===== src/rtl/expect_mem.sv =====
// rtl/expect_mem.sv - single-port synchronous RAM holding expected words, 1-cycle read
module expect_mem #(
  parameter int WIDTH     = 32,
  parameter int ADDR_BITS = 6
) (
  input  logic                 clk,
  input  logic                 we,
  input  logic [ADDR_BITS-1:0] addr,
  input  logic [WIDTH-1:0]     wdata,
  output logic [WIDTH-1:0]     rdata
);
  logic [WIDTH-1:0] mem [0:(1<<ADDR_BITS)-1];

  always_ff @(posedge clk) begin
    if (we) mem[addr] <= wdata;
    rdata <= mem[addr];
  end
endmodule


===== config.mk =====
export PLATFORM = sky130hd
export DESIGN_NAME = expect_mem
export DESIGN_NICKNAME = d
export VERILOG_FILES = /design/src/rtl/expect_mem.sv
export SDC_FILE = /design/constraint.sdc
export NUM_CORES = 2
export LEC_CHECK = 0
export BUFFER_PORTS_ARGS = -buffer_cell sky130_fd_sc_hd__buf_4
export CAP_MARGIN = 20
export CORE_MARGIN = 2
export CORE_UTILIZATION = 29
export DETAILED_ROUTE_END_ITERATION = 6
export PLACE_DENSITY = 0.54
export SETUP_SLACK_MARGIN = 0.3
export SLEW_MARGIN = 20
export SYNTH_ARGS = -nofsm -noshare
export SYNTH_HDL_FRONTEND = slang
export SYNTH_SLANG_ARGS = --single-unit

===== constraint.sdc =====
create_clock -name clk -period 3.9 [get_ports clk]
set_input_delay 0.585 -clock clk [delete_from_list [all_inputs] [get_ports clk]]
set_output_delay 0.585 -clock clk [all_outputs]
set_load 0.005 [all_outputs]

==> flow_summary.ini <==
[status]
outcome = completed

[worst_setup_path]
cp_slowest_stage_delay_ps = 900
rr_endpoint = rdata[27]
path_cells = buf_8, buf_4, a211oi_1, buf_4, a2111oi_0, buf_4, nand3_1
r2r_start = mem[21][27]
rrSetupSlack_ps = 1320
ff2ff_path_depth = 5
critical_path_class = primary input to register
cp-start-kind = primary input
cp_max_fo = 87
required_ps = 4630
cp_common_cell = buf_4
crit_path_end_kind = register
slowest_stage = buf_4
arrival_ps = 3510

[placed_design]
hpwl_um = 136000
place_worst_setup_slack_ps = 271
portBuffers = 71
dp_cells = 7871
gp_congestion = 0.815

[pwr]
p_leak_nw = 29.3
totalPowerFinal_mw = 46.2
irDropWorstVdd_uv = 516
power_density_nw_per_um2 = 501

[clock_network]
clk_pin_slew_ps = 60
post_cts_buffers = 0
worst_skew_pair.late_latency_ps = 850
cts_tree = done
clock-sinks = 2080
cts_resized = 0
holdBufCountCts = 0
root_buffer = clkbuf_16
cts_made_buffers = 200
cts_max_path_buffers = 3
h-tree-depth = 4

[grt]
grt_pass1_wl_um = 326000
grt.overflow.total = 0
grt_usage = 0.163
antenna_found_initial = 12
grt_max_degree = 88
grt_pass1_vias = 42100

[flow_run]
maxCapViolations = 0

[hold_path]
hold_class = primary input to register
hold_depth = 1
worstHoldStart = wdata[30]
hold_end = mem[29][30]

[route]
vias_per_cell = 5.22
drtIter0Drc = 5192
first_pass_iters = 6
drt.antenna.violating_nets = 0
drcViolationCount = 0
wl_um = 230000
wire_per_inst_um = 27.9
vias = 43100

[synth]
synth_largest_area_cell = edfxtp_1
ys_seq_elements = 2080
synth_area_per_cell_um2 = 18.6
synthArstFlopShare = 0
ys_seq_area_frac = 0.787
synth_top_area_frac = 0.779
synth_area_leaders = edfxtp_1, mux2i_1, mux4_2
synth_nets = 4279
syn_inst = 4239
yosys.cell_types.count = 56
yosysWarnings = 0
synth_area_um2 = 78900
synth_edf_count = 2048
synthFlopType = edfxtp_1

[final_layout]
final_cells = 8255
register_area_um2 = 62100
multi_input_area_um2 = 16000
n_fill_cell = 25500
nNetsFinal = 4543
drive_gt1_frac = 0.208
area_growth_pct = 16.9
fin_util = 0.341

[timing]
drv_slew = 0
finalSetupViolCount = 0
tightest_slew_ps = 1120
worst_slack_ps = 1120
hold_viol_final = 0
period_needed_ps = 2780
fin_skew_ps = 49.4
fin_crit_sh = 0.713
tns_ps = 0
slew_headroom = 0.254
rsz0062_at_grt = no
fmax_ghz = 0.359

[floorplan]
dieWidth_um = 526
io_pins = 72
fp.dieH_um = 526
core_um2 = 271000
dieArea_um2 = 276000
rows = 191
initial_core_util = 0.292
[placed cells by master, fill, tap and decap left out, types with 6 or more instances in the layout]
cell,count
a2111oi_0,15
a211oi_1,17
a21oi_1,121
a221o_1,15
a221oi_1,175
a222oi_1,16
a22o_1,66
a22oi_1,188
a31oi_1,43
and3_1,85
buf_12,45
buf_4,311
bufinv_16,9
clkbuf_1,57
clkbuf_16,203
clkbuf_8,14
clkinv_1,37
clkinv_2,36
clkinvlp_4,6
dfxtp_1,32
diode_2,10
edfxtp_1,2048
mux2_2,147
mux2i_1,259
mux4_2,96
nand2_1,27
nand2b_1,15
nand3_1,53
nor2_1,77
nor2_4,67
nor3_1,19
nor4_1,14
o21ai_0,84
o221ai_1,6
o22a_1,70
o22ai_1,93
o2bb2ai_1,15
or4_1,15
or4b_1,14
[worst max path at each step]
stage            start         end  slack (ps)  cells past startpoint
6_report       addr[0]   rdata[28]        1120                      7
5_1_grt        addr[0]   rdata[28]        1060                      7
4_1_cts        addr[0]   rdata[28]        1200                      7
3_5_place_dp   addr[0]   rdata[27]         270                      7
3_3_place_gp   addr[0]   rdata[27]         280                      7
2_1_floorplan  addr[2]  mem[15][0]          80                      8
[metal layers]
metal	track usage	vias to the layer above	part of all wire
met5	0	-	0.00033
met4	0.0474	12	0.026
met3	0.0293	326	0.075
met2	0.257	1741	0.47
met1	0.228	22800	0.43
li1	-	18200	-
[where the power goes]
group          internal [mW]  switching, mW
Combinational          0.830           1.67
Clock                   10.5           8.41
Sequential              24.8          0.122
Total                   36.0           10.2
[sequential cells by signal, indices dropped and copies added, names as in the netlist]
name	count
rdata	32
mem	2048
[critical path, delay by kind of cell]
family / cells / cell delay, ps
AOI/OAI and AO/OA: 2 / 860
buffers and inverters: 4 / 1800
and+or+nand+nor: 1 / 80
[metrics by stage]
step / hold slack, ps / instance area (um2)
final: 298 / 92300
after global routing: 288 / 92300
after CTS: 260 / 92300
after detailed placement: 640 / 86000
after global placement: 674 / 85900
after floorplan: 564 / 78900
[cell usage after synthesis (2+ instances only)]
master and count:
buf_2 83, a222oi_1 16, nand3b_1 2, a21oi_1 121, o21ai_0 84, nand4_1 3
o311ai_0 2, a22o_1 66, a22oi_1 188, buf_6 2, or4_1 15, a221o_1 15
clkbuf_1 168, a211oi_1 17, and3b_1 2, nand3_1 54, dfxtp_1 32, o2bb2ai_1 15
buf_4 8, buf_12 3, or3_1 4, nand2_1 28, a221oi_1 175, nor2b_1 8
nor4_1 14, nand2b_1 18, o22a_1 70, a2111oi_0 15, mux4_2 96, nor2_1 145
or4b_1 14, edfxtp_1 2048, and2_1 5, mux2i_1 259, o221ai_1 6, and3_1 85
o22ai_1 93, mux2_2 147, a31oi_1 43, nor3_1 22, buf_1 33
[final cells by class]
cell class	instances	share of cell area
tap	3570	0.0484
clock buffer	274	0.0594
clock inverter	100	0.00896
antenna	10	0.000271
multi-input combinational	1859	0.174
timing repair buffer	360	0.0357
inverter	2	0.000163
sequential	2080	0.673
[kinds of logic after synthesis]
family          count (synthesis)  share of synthesized area
flops                        2080                      0.787
mux                           502                     0.0812
buf+inv                       300                     0.0168
compound gates                933                     0.0866
simple gates                  424                     0.0281
Power figures use the tool's default switching activity.
